File: src/rtl/pwm_led_bank_if.sv
// pwm_led_bank_if: configuration write port of the PWM LED bank.
//   CFG_VALID  master->slave  write request
//   CFG_READY  slave->master  write accepted when VALID & READY
//   CFG_CH     master->slave  target channel index (CH_W bits)
//   CFG_MODE   master->slave  00 OFF, 01 STATIC, 10 BREATHE, 11 BLINK
//   CFG_LEVEL  master->slave  static level / breathe peak / blink on-level
// CH_W must equal max(1, clog2(CHANNELS)) of the attached bank, and PWM_BITS
// must match the bank's PWM_BITS.
interface pwm_led_bank_if #(
  parameter int CH_W     = 2,
  parameter int PWM_BITS = 4
) ();
  logic                CFG_VALID;
  logic                CFG_READY;
  logic [CH_W-1:0]     CFG_CH;
  logic [1:0]          CFG_MODE;
  logic [PWM_BITS-1:0] CFG_LEVEL;

  modport master (output CFG_VALID, CFG_CH, CFG_MODE, CFG_LEVEL, input CFG_READY);
  modport slave  (input CFG_VALID, CFG_CH, CFG_MODE, CFG_LEVEL, output CFG_READY);
endinterface

File: src/rtl/pwm_led_bank.sv
// pwm_led_bank: N-channel PWM LED driver with per-channel mode/level,
// switch debouncing and frame-aligned (glitch-free) duty updates.
//   CLK          system clock
//   RST          synchronous reset, active-high
//   SW           raw asynchronous switches, bit i gates channel i
//   cfg          config write port (slave side of pwm_led_bank_if)
//   LED_OUT      registered PWM outputs, active-high
//   FRAME_START  one-cycle pulse in the cycle the PWM phase becomes 0
module pwm_led_bank #(
  parameter int CHANNELS     = 4,
  parameter int PWM_BITS     = 4,
  parameter int PRESCALE     = 4096,
  parameter int RAMP_FRAMES  = 4,
  parameter int BLINK_FRAMES = 61,
  parameter int DEBOUNCE_CYC = 16000
) (
  input  logic                CLK,
  input  logic                RST,
  input  logic [CHANNELS-1:0] SW,
  pwm_led_bank_if.slave       cfg,
  output logic [CHANNELS-1:0] LED_OUT,
  output logic                FRAME_START
);
  localparam int CH_W    = (CHANNELS > 1)     ? $clog2(CHANNELS)     : 1;
  localparam int PS_W    = (PRESCALE > 1)     ? $clog2(PRESCALE)     : 1;
  localparam int RAMP_W  = (RAMP_FRAMES > 1)  ? $clog2(RAMP_FRAMES)  : 1;
  localparam int BLINK_W = (BLINK_FRAMES > 1) ? $clog2(BLINK_FRAMES) : 1;
  localparam int DB_W    = (DEBOUNCE_CYC > 1) ? $clog2(DEBOUNCE_CYC) : 1;

  typedef enum logic [1:0] {
    MODE_OFF     = 2'b00,
    MODE_STATIC  = 2'b01,
    MODE_BREATHE = 2'b10,
    MODE_BLINK   = 2'b11
  } mode_e;

  logic [PS_W-1:0]     presc_reg;
  logic [PWM_BITS-1:0] phase_reg;
  logic                frame_start_reg;
  logic                ready_reg;
  logic                tick;
  logic                frame_wrap;
  logic                cfg_fire;

  assign tick       = (presc_reg == PS_W'(PRESCALE - 1));
  // Edge on which the phase returns to 0: every channel's effective level is
  // updated on this same edge, so the new duty holds for the whole frame.
  assign frame_wrap = tick && (phase_reg == '1);
  assign cfg_fire   = cfg.CFG_VALID && ready_reg;

  assign cfg.CFG_READY = ready_reg;
  assign FRAME_START   = frame_start_reg;

  always_ff @(posedge CLK) begin
    if (RST) begin
      presc_reg       <= '0;
      phase_reg       <= '0;
      frame_start_reg <= 1'b0;
      ready_reg       <= 1'b0;
    end else begin
      ready_reg       <= 1'b1;
      frame_start_reg <= frame_wrap;
      if (tick) begin
        presc_reg <= '0;
        phase_reg <= phase_reg + 1'b1;
      end else begin
        presc_reg <= presc_reg + 1'b1;
      end
    end
  end

  for (genvar gi = 0; gi < CHANNELS; gi++) begin : g_ch
    mode_e               pend_mode_reg;
    logic [PWM_BITS-1:0] pend_level_reg;
    mode_e               act_mode_reg, act_mode_next;
    logic [PWM_BITS-1:0] e_reg, e_next;
    logic                dir_down_reg, dir_down_next;
    logic [RAMP_W-1:0]   ramp_cnt_reg, ramp_cnt_next;
    logic                blink_off_reg, blink_off_next;
    logic [BLINK_W-1:0]  blink_cnt_reg, blink_cnt_next;
    logic [1:0]          sync_reg;
    logic                db_reg;
    logic [DB_W-1:0]     db_cnt_reg;
    logic                led_reg;
    logic                wr_hit;
    logic                entering;
    logic                ramp_step;

    // Out-of-range channel indices match no channel, so such writes are
    // accepted and silently dropped.
    assign wr_hit    = cfg_fire && (cfg.CFG_CH == CH_W'(gi));
    assign entering  = (pend_mode_reg != act_mode_reg);
    assign ramp_step = (ramp_cnt_reg == RAMP_W'(RAMP_FRAMES - 1));

    always_ff @(posedge CLK) begin
      if (RST) begin
        pend_mode_reg  <= MODE_OFF;
        pend_level_reg <= '0;
      end else if (wr_hit) begin
        pend_mode_reg  <= mode_e'(cfg.CFG_MODE);
        pend_level_reg <= cfg.CFG_LEVEL;
      end
    end

    always_comb begin
      act_mode_next  = act_mode_reg;
      e_next         = e_reg;
      dir_down_next  = dir_down_reg;
      ramp_cnt_next  = ramp_cnt_reg;
      blink_off_next = blink_off_reg;
      blink_cnt_next = blink_cnt_reg;
      if (frame_wrap) begin
        act_mode_next = pend_mode_reg;
        unique case (pend_mode_reg)
          MODE_OFF:    e_next = '0;
          MODE_STATIC: e_next = pend_level_reg;
          MODE_BREATHE: begin
            if (entering) begin
              e_next        = '0;
              dir_down_next = 1'b0;
              ramp_cnt_next = '0;
            end else begin
              ramp_cnt_next = ramp_step ? '0 : ramp_cnt_reg + 1'b1;
              if (pend_level_reg == '0) begin
                e_next        = '0;
                dir_down_next = 1'b0;
              end else if (ramp_step) begin
                // Reverse at the peak (or above it, if the peak was lowered)
                // and at zero; each reversal also takes the step.
                if (!dir_down_reg) begin
                  if (e_reg >= pend_level_reg) begin
                    e_next        = e_reg - 1'b1;
                    dir_down_next = 1'b1;
                  end else begin
                    e_next = e_reg + 1'b1;
                  end
                end else begin
                  if (e_reg == '0) begin
                    e_next        = e_reg + 1'b1;
                    dir_down_next = 1'b0;
                  end else begin
                    e_next = e_reg - 1'b1;
                  end
                end
              end
            end
          end
          MODE_BLINK: begin
            if (entering) begin
              blink_cnt_next = '0;
              blink_off_next = 1'b0;
            end else if (blink_cnt_reg == BLINK_W'(BLINK_FRAMES - 1)) begin
              blink_cnt_next = '0;
              blink_off_next = !blink_off_reg;
            end else begin
              blink_cnt_next = blink_cnt_reg + 1'b1;
            end
            e_next = blink_off_next ? '0 : pend_level_reg;
          end
        endcase
      end
    end

    always_ff @(posedge CLK) begin
      if (RST) begin
        act_mode_reg  <= MODE_OFF;
        e_reg         <= '0;
        dir_down_reg  <= 1'b0;
        ramp_cnt_reg  <= '0;
        blink_off_reg <= 1'b0;
        blink_cnt_reg <= '0;
      end else begin
        act_mode_reg  <= act_mode_next;
        e_reg         <= e_next;
        dir_down_reg  <= dir_down_next;
        ramp_cnt_reg  <= ramp_cnt_next;
        blink_off_reg <= blink_off_next;
        blink_cnt_reg <= blink_cnt_next;
      end
    end

    // Two-flop synchroniser, then a stability counter: a change is accepted
    // only after DEBOUNCE_CYC consecutive cycles of disagreement.
    always_ff @(posedge CLK) begin
      if (RST) begin
        sync_reg   <= '0;
        db_reg     <= 1'b0;
        db_cnt_reg <= '0;
      end else begin
        sync_reg <= {sync_reg[0], SW[gi]};
        if (sync_reg[1] == db_reg) begin
          db_cnt_reg <= '0;
        end else if (db_cnt_reg == DB_W'(DEBOUNCE_CYC - 1)) begin
          db_reg     <= sync_reg[1];
          db_cnt_reg <= '0;
        end else begin
          db_cnt_reg <= db_cnt_reg + 1'b1;
        end
      end
    end

    always_ff @(posedge CLK) begin
      if (RST) begin
        led_reg <= 1'b0;
      end else begin
        led_reg <= (e_reg > phase_reg) && db_reg;
      end
    end

    assign LED_OUT[gi] = led_reg;
  end
endmodule

File: src/flat_wrapper.sv
// flat-port wrapper written by rule: the top's interface ports become plain ports
module pwm_led_bank_flat 
#(
  parameter int CHANNELS     = 4,
  parameter int PWM_BITS     = 4,
  parameter int PRESCALE     = 4096,
  parameter int RAMP_FRAMES  = 4,
  parameter int BLINK_FRAMES = 61,
  parameter int DEBOUNCE_CYC = 16000
)
  (CLK, RST, SW, LED_OUT, FRAME_START, cfg_CFG_VALID, cfg_CFG_CH, cfg_CFG_MODE, cfg_CFG_LEVEL, cfg_CFG_READY);
  pwm_led_bank_if #(.CH_W(2), .PWM_BITS(PWM_BITS)) cfg_i ();
  input  logic CLK;
  input  logic RST;
  input  logic [CHANNELS-1:0] SW;
  output logic [CHANNELS-1:0] LED_OUT;
  output logic FRAME_START;
  input wire logic [$bits(cfg_i.CFG_VALID)-1:0] cfg_CFG_VALID;
  input wire logic [$bits(cfg_i.CFG_CH)-1:0] cfg_CFG_CH;
  input wire logic [$bits(cfg_i.CFG_MODE)-1:0] cfg_CFG_MODE;
  input wire logic [$bits(cfg_i.CFG_LEVEL)-1:0] cfg_CFG_LEVEL;
  output wire logic [$bits(cfg_i.CFG_READY)-1:0] cfg_CFG_READY;
  assign cfg_i.CFG_VALID = cfg_CFG_VALID;
  assign cfg_i.CFG_CH = cfg_CFG_CH;
  assign cfg_i.CFG_MODE = cfg_CFG_MODE;
  assign cfg_i.CFG_LEVEL = cfg_CFG_LEVEL;
  assign cfg_CFG_READY = cfg_i.CFG_READY;
  pwm_led_bank #(.CHANNELS(CHANNELS), .PWM_BITS(PWM_BITS), .PRESCALE(PRESCALE), .RAMP_FRAMES(RAMP_FRAMES), .BLINK_FRAMES(BLINK_FRAMES), .DEBOUNCE_CYC(DEBOUNCE_CYC)) u_core (.CLK(CLK), .RST(RST), .SW(SW), .cfg(cfg_i), .LED_OUT(LED_OUT), .FRAME_START(FRAME_START));
endmodule
File: config.mk
export PLATFORM = sky130hd
export DESIGN_NAME = pwm_led_bank_flat
export DESIGN_NICKNAME = d
export VERILOG_FILES = /design/src/rtl/pwm_led_bank_if.sv /design/src/rtl/pwm_led_bank.sv /design/src/flat_wrapper.sv
export SDC_FILE = /design/constraint.sdc
export NUM_CORES = 1
export LEC_CHECK = 0
export CAP_MARGIN = 20
export CORE_MARGIN = 10
export CORE_UTILIZATION = 65
export DETAILED_ROUTE_END_ITERATION = 10
export GPL_TIMING_DRIVEN = 0
export PLACE_DENSITY = 0.83
export SYNTH_ARGS = -nofsm -noshare
export SYNTH_HDL_FRONTEND = slang
export SYNTH_SLANG_ARGS = --single-unit
File: constraint.sdc
create_clock -name CLK -period 6.7 [get_ports CLK]
set_clock_uncertainty 0.05 [all_clocks]
set_input_delay 1.34 -clock CLK [delete_from_list [all_inputs] [get_ports CLK]]
set_output_delay 1.34 -clock CLK [all_outputs]
set_load 0.05 [all_outputs]
==> flow_metrics.env, run 1 <==
export IMPL_dp_hpwl_um=14050
export IMPL_core_area_um2=13720
export IMPL_numCtsBuffers=17
export IMPL_avgSynthCellArea_um2=8.229
export IMPL_multiInputGateArea_um2=5121
export IMPL_stdcell_count=1324
export IMPL_antenna_found_initial=0
export IMPL_initial_utilization=0.6580
export IMPL_powerDensity_nw_per_um2=212.3
export IMPL_ios=21
export IMPL_largest_reg_flops=56
export IMPL_synth_edf_count=0
export IMPL_worst_path_max_fanout=1
export IMPL_crit_path_end_kind="output port"
export IMPL_io_buffers=18
export IMPL_die_area_um2=19000
export IMPL_ys_seq_elements=178
export IMPL_ys_types=59
export IMPL_synthArstFlopShare=0
export IMPL_grt_max_degree=17
export IMPL_clock_latency_ns=0.43
export IMPL_synth_xor_area_frac=0.07179
export IMPL_drt_iter0_markers=481
export IMPL_crit_path_start_kind="flip-flop"
export IMPL_fin_setup_tns_ns=0
export IMPL_drive_gt1_frac=0.04633
export IMPL_synth_top_family_by_area="simple AND/OR/NAND/NOR gates"
export IMPL_yosys_area_share_simple=0.2710
export IMPL_crit_arrival_ns=1.66
export IMPL_die_height_um=137.9
export IMPL_num_rows=43
export IMPL_place_inst=1295
export IMPL_syn_num_nets=1170
export IMPL_final_nets=1207
export IMPL_nFillCells=1083
export IMPL_post_cts_buffers=0
export IMPL_ys_flop_type="dfxtp_1"
export IMPL_ys_warnings_count=0
export IMPL_path_clk_slew_ns=0.06
export IMPL_setup_viol=0
export IMPL_critPathKind="reg -> out"
export IMPL_synthAdderAreaFrac=0.08039
export IMPL_gr_total_overflow=0
export IMPL_synth_area_mux_share=0.02564
export IMPL_seq_area_frac_synth=0.3947
export IMPL_ctsHoldBuffers=0
export IMPL_fp_dieW_um=137.9
export IMPL_wl_um=20120
export IMPL_cts_root_buf="clkbuf_16"
export IMPL_cts_tree="done"
export IMPL_grt_usage=0.2213
export IMPL_period_minus_slack_ns=3.046
export IMPL_max_freq_mhz=328.3
export IMPL_yosys_top_cells_area="dfxtp_1 39%, ha_1 8.0%, nor2_1 6.7%"
export IMPL_post_route_period_util=0.4547
export IMPL_clock_path_buffers=2
export IMPL_synth_top_area_cell="dfxtp_1"
export IMPL_drv_cap=0
export IMPL_hold_violations=0
export IMPL_htree_levels=4
export IMPL_wl_per_cell_um=15.20
export IMPL_hp_class="reg -> reg"
export IMPL_syn_inst=1097
export IMPL_synth_top_area_share=0.3947
export IMPL_syn_area_um2=9027
export IMPL_grt_pass1_wl_um=34190
export IMPL_grt_setup_unrepaired="false"
export IMPL_relSlewSlack=0.2570
export IMPL_vdd_ir_drop_max_uv=211.6
export IMPL_ant_nets=0
export IMPL_firstDrtPassIters=5
export IMPL_clock_sinks=178
export IMPL_ctsResizeCount=0
export IMPL_diodes=0
export IMPL_area_growth_pct=10.80
export IMPL_tightest_slew_ns=1.106
export IMPL_ff_latch_area_um2=3563
export IMPL_worst_ep_required_time_ns=5.31
export IMPL_synth_compound_area_frac=0.1185
export IMPL_viasPerCell=5.913
export IMPL_status="completed"
export IMPL_gp_congestion=0.8953
export IMPL_layout_setup_ws_ns=3.654
export IMPL_p_leak_nw=3.667
export IMPL_final_max_slew_violation_count=0
export IMPL_grt_pass1_vias=7408
export IMPL_vias=7829
export IMPL_dp_slack_ns=3.272
export IMPL_remaining_drc_errors=0
[cells in the mapped netlist, drive strengths merged, types with 13 or more instances]
cell	count
nor2	162
o21ai	40
nand2b	13
or3	13
nand2	88
inv	51
mux2i	22
nand4	28
nor3	25
xnor2	34
a31oi	14
clkbuf	31
nor4	15
ha	58
nor2b	20
and3	19
xor2	40
a21oi	87
dfxtp	178
nand3	61
[kinds of logic after synthesis]
kind of cell	count (synthesis)
adder cells (fa/ha/maj)	58
flip-flops	178
multiplexers	23
buffers and inverters	87
AO/OA/AOI/OAI	183
AND/OR/NAND/NOR	494
XOR/XNOR	74
[worst paths after layout]
kind                                   start                         endpoint  slack [ns]  cells after the start
hold reg to reg   u_core.g_ch[0].sync_reg[0]       u_core.g_ch[0].sync_reg[1]        0.39                      1
setup / recovery      u_core.g_ch[1].led_reg                       LED_OUT[1]        3.65                      2
hold / removal    u_core.g_ch[0].sync_reg[0]       u_core.g_ch[0].sync_reg[1]        0.39                      1
setup reg to reg         u_core.presc_reg[0]  u_core.g_ch[3].blink_cnt_reg[5]        3.92                      7
[routing by layer]
metal,track usage,share of wire,vias up
met5,0,0,-
met4,0.09965,0.029,0
met3,0.04565,0.054,47
met2,0.3618,0.47,203
met1,0.2754,0.44,3672
li1,-,-,3907
[cell usage in the layout (no fill, tap or decap), types with 14 or more instances in the layout]
cell type	synthesis	final
clkbuf_1	31	34
nand2_1	88	88
nor2_1	162	162
nor2b_1	20	20
a21oi_1	86	86
nand3_1	61	61
xnor2_1	34	34
dfxtp_1	178	178
nor4_1	14	14
clkdlybuf4s50_1	0	18
xor2_1	40	40
clkbuf_16	0	17
a31oi_1	14	14
and3_1	19	19
nor3_1	24	24
o21ai_0	40	40
nand4_1	27	27
mux2i_1	22	22
inv_1	51	51
ha_1	58	58
[layout make-up]
type / instances / share of cell area
buffer: 36 / 0.01514
clock buffer: 24 / 0.04916
inverter: 51 / 0.01914
clock inverter: 5 / 0.007756
sequential: 178 / 0.3563
timing repair buffer: 18 / 0.01801
tap: 180 / 0.02252
multi-input combinational: 832 / 0.5120
[through the flow]
step                utilization  instance area (µm²)  hold slack [ns]  power [mW]
floorplan                     -                 9027           0.3632       1.146
global placement         0.6876                 9433           0.3667       1.175
detailed placement       0.6876                 9433           0.3769       1.177
CTS                      0.7290                10000           0.3952       2.139
global route             0.7290                10000           0.4106       2.189
finish                   0.7290                10000           0.3890       2.124
[worst max-delay path: stages (launching register included)]
cell             delay [ns]
dfxtp_1                0.32
buf_4                  0.10
clkdlybuf4s50_1        0.80
[report_power, final]
group          leakage [nW]  total [mW]  internal [mW]  switching (mW)
Combinational          1.95      0.0817         0.0284          0.0533
Clock                 0.278       0.969          0.581           0.388
Sequential             1.44        1.07           1.07         0.00659
No activity file was read; power rests on OpenSTA's default activity.
==> run 2, diff against run 1 <==
--- a/config.mk
+++ b/config.mk
@@ -7,10 +7,10 @@
 export LEC_CHECK = 0
 export CAP_MARGIN = 20
 export CORE_MARGIN = 10
-export CORE_UTILIZATION = 65
+export CORE_UTILIZATION = 62
 export DETAILED_ROUTE_END_ITERATION = 10
 export GPL_TIMING_DRIVEN = 0
-export PLACE_DENSITY = 0.83
+export PLACE_DENSITY = 0.8
 export SYNTH_ARGS = -nofsm -noshare
 export SYNTH_HDL_FRONTEND = slang
 export SYNTH_SLANG_ARGS = --single-unit
==> constraint.sdc (replaced) <==
create_clock -name CLK -period 2.9 [get_ports CLK]
set_clock_uncertainty 0.05 [all_clocks]
set_input_delay 0.58 -clock CLK [delete_from_list [all_inputs] [get_ports CLK]]
set_output_delay 0.58 -clock CLK [all_outputs]
set_load 0.05 [all_outputs]
==> run 2 against run 1 <==
  * Combinational power rose by 130%
  * Cell area rose by 0.20%
  * Global-route usage fell by 2.2 points
  * Register-to-register slack got worse by 3.6 ns
  * Count of clock-buffer cells in the layout did not move
  * Largest power group unchanged
==> flow_metrics.env, run 2 (synthesis gave the netlist of run 1 again) <==
export IMPL_io_buffers=18
export IMPL_final_max_slew_violation_count=0
export IMPL_htree_levels=4
export IMPL_path_clk_slew_ns=0.06
export IMPL_dp_hpwl_um=14170
export IMPL_wl_met3_um=1080
export IMPL_final_common_cell="dfxtp_1"
export IMPL_relSlewSlack=0.2825
export IMPL_hp_class="reg -> reg"
export IMPL_gr_total_overflow=0
export IMPL_viasPerCell=5.804
export IMPL_final_cell_mix="178 x dfxtp_1, 161 x nor2_1, 88 x nand2_1, 86 x a21oi_1, 61 x nand3_1"
export IMPL_core_area_um2=14420
export IMPL_initial_utilization=0.6259
export IMPL_clock_sinks=178
export IMPL_cts_root_buf="clkbuf_16"
export IMPL_final_area_um2=10020
export IMPL_wl_per_cell_um=14.83
export IMPL_wl_um=19750
export IMPL_post_route_period_util=0.8915
export IMPL_worst_ep_required_time_ns=3.20
export IMPL_powerDensity_nw_per_um2=486.0
export IMPL_num_rows=44
export IMPL_firstDrtPassIters=5
export IMPL_antenna_found_initial=0
export IMPL_numCtsBuffers=17
export IMPL_drv_cap=0
export IMPL_fp_dieW_um=140.7
export IMPL_grt_pass1_vias=7137
export IMPL_period_minus_slack_ns=2.585
export IMPL_area_growth_pct=11.02
export IMPL_max_freq_mhz=386.8
export IMPL_crit_arrival_ns=2.88
export IMPL_setup_viol=0
export IMPL_vias=7731
export IMPL_ant_nets=0
export IMPL_ios=21
export IMPL_grt_pass1_wl_um=33440
export IMPL_gp_congestion=0.8970
export IMPL_die_height_um=140.7
export IMPL_remaining_drc_errors=0
export IMPL_fin_setup_tns_ns=0
export IMPL_grt_setup_unrepaired="false"
export IMPL_topRoutingLayerUsed="met4"
export IMPL_dpl_cell_area_um2=9438
export IMPL_hold_violations=0
export IMPL_route_met2_wl_um=9170
export IMPL_clock_latency_ns=0.43
export IMPL_grt_usage=0.1998
export IMPL_status="completed"
export IMPL_critPathKind="reg -> reg"
export IMPL_p_leak_nw=3.670
export IMPL_cts_tree="done"
export IMPL_largest_reg_flops=56
export IMPL_crit_path_start_kind="flip-flop"
export IMPL_diodes=0
export IMPL_tightest_slew_ns=1.068
export IMPL_clock_path_buffers=2
export IMPL_drt_iter0_markers=553
export IMPL_hold_slack_ns=0.3918
export IMPL_drive_gt1_frac=0.04878
export IMPL_worst_path_max_fanout=10
export IMPL_crit_path_end_kind="flip-flop"
export IMPL_grt_max_degree=17
export IMPL_wl_met1_um=9238
export IMPL_final_nets=1211
export IMPL_die_area_um2=19790
export IMPL_vdd_ir_drop_max_uv=452.7
## run 2: changes by cell type in the layout (fill, tap and decap cells not counted)
cell	before	now
buf_4	4	8
clkbuf_8	4	2
clkinv_2	2	1
clkbuf_1	34	36
clkinvlp_4	1	2
nor2_2	0	1
nor2_1	162	161
## run 2: final timing paths
check	from	end	slack [ns]	cells past startpoint
setup / recovery	u_core.presc_reg[0]	u_core.g_ch[0].dir_down_reg	0.31	8
hold / removal	u_core.g_ch[3].sync_reg[0]	u_core.g_ch[3].sync_reg[1]	0.39	1
setup reg to reg	u_core.presc_reg[0]	u_core.g_ch[0].dir_down_reg	0.31	8
hold reg to reg	u_core.g_ch[3].sync_reg[0]	u_core.g_ch[3].sync_reg[1]	0.39	1
## run 2: critical path, stage by stage, from the launching register on
cell      delay (ns)
dfxtp_1         0.38
ha_1            0.24
nand4_2         0.23
or4_1           0.56
buf_2           0.23
clkbuf_1        0.31
nor2_1          0.24
nand4_1         0.11
a21oi_1         0.15
## run 2: where the power goes
group / switching (mW) / total [mW] / internal (mW)
registers: 0.0151 / 2.48 / 2.46
clock network: 0.904 / 2.20 / 1.30
logic: 0.124 / 0.190 / 0.0657
total: 1.04 / 4.87 / 3.83
## run 2: cell type report
| type | count | area (µm²) |
|---|---|---|
| plain buffers | 36 | 151.4 |
| clock buffers | 24 | 471.7 |
| clock inverters | 5 | 80.08 |
| fillers | 1192 | 4402 |
| inverters | 51 | 191.4 |
| multi-input cells | 832 | 5124 |
| flip-flops and latches | 178 | 3563 |
| well taps | 184 | 230.2 |
| repair buffers | 22 | 210.2 |
## run 2: metrics by stage
step | power, mW | instances | worst slack [ns] | utilization
floorplan | 2.647 | 1097 | 0.7431 | -
global placement | 2.717 | 1299 | 0.1449 | 0.6543
detailed placement | 2.720 | 1299 | 0.09948 | 0.6543
CTS | 4.896 | 1328 | 0.08484 | 0.6926
global route | 5.023 | 1332 | 0.1064 | 0.6948
finish | 4.871 | 1332 | 0.3146 | 0.6948
## run 2: metal layers
| layer | vias up | global-route usage |
|---|---|---|
| met1 | 3612 | 0.2589 |
| li1 | 3912 | - |
| met5 | - | 0 |
| met4 | 0 | 0.06902 |
| met3 | 22 | 0.04031 |
| met2 | 185 | 0.3234 |
## run 2: what timing repair did
| item | in CTS | in global routing |
|---|---|---|
| endpoints found under the setup margin | 0 | 24 |
| hold buffers | 0 | 0 |
| gates resized for setup | 0 | 1 |
| setup buffers | 0 | 4 |
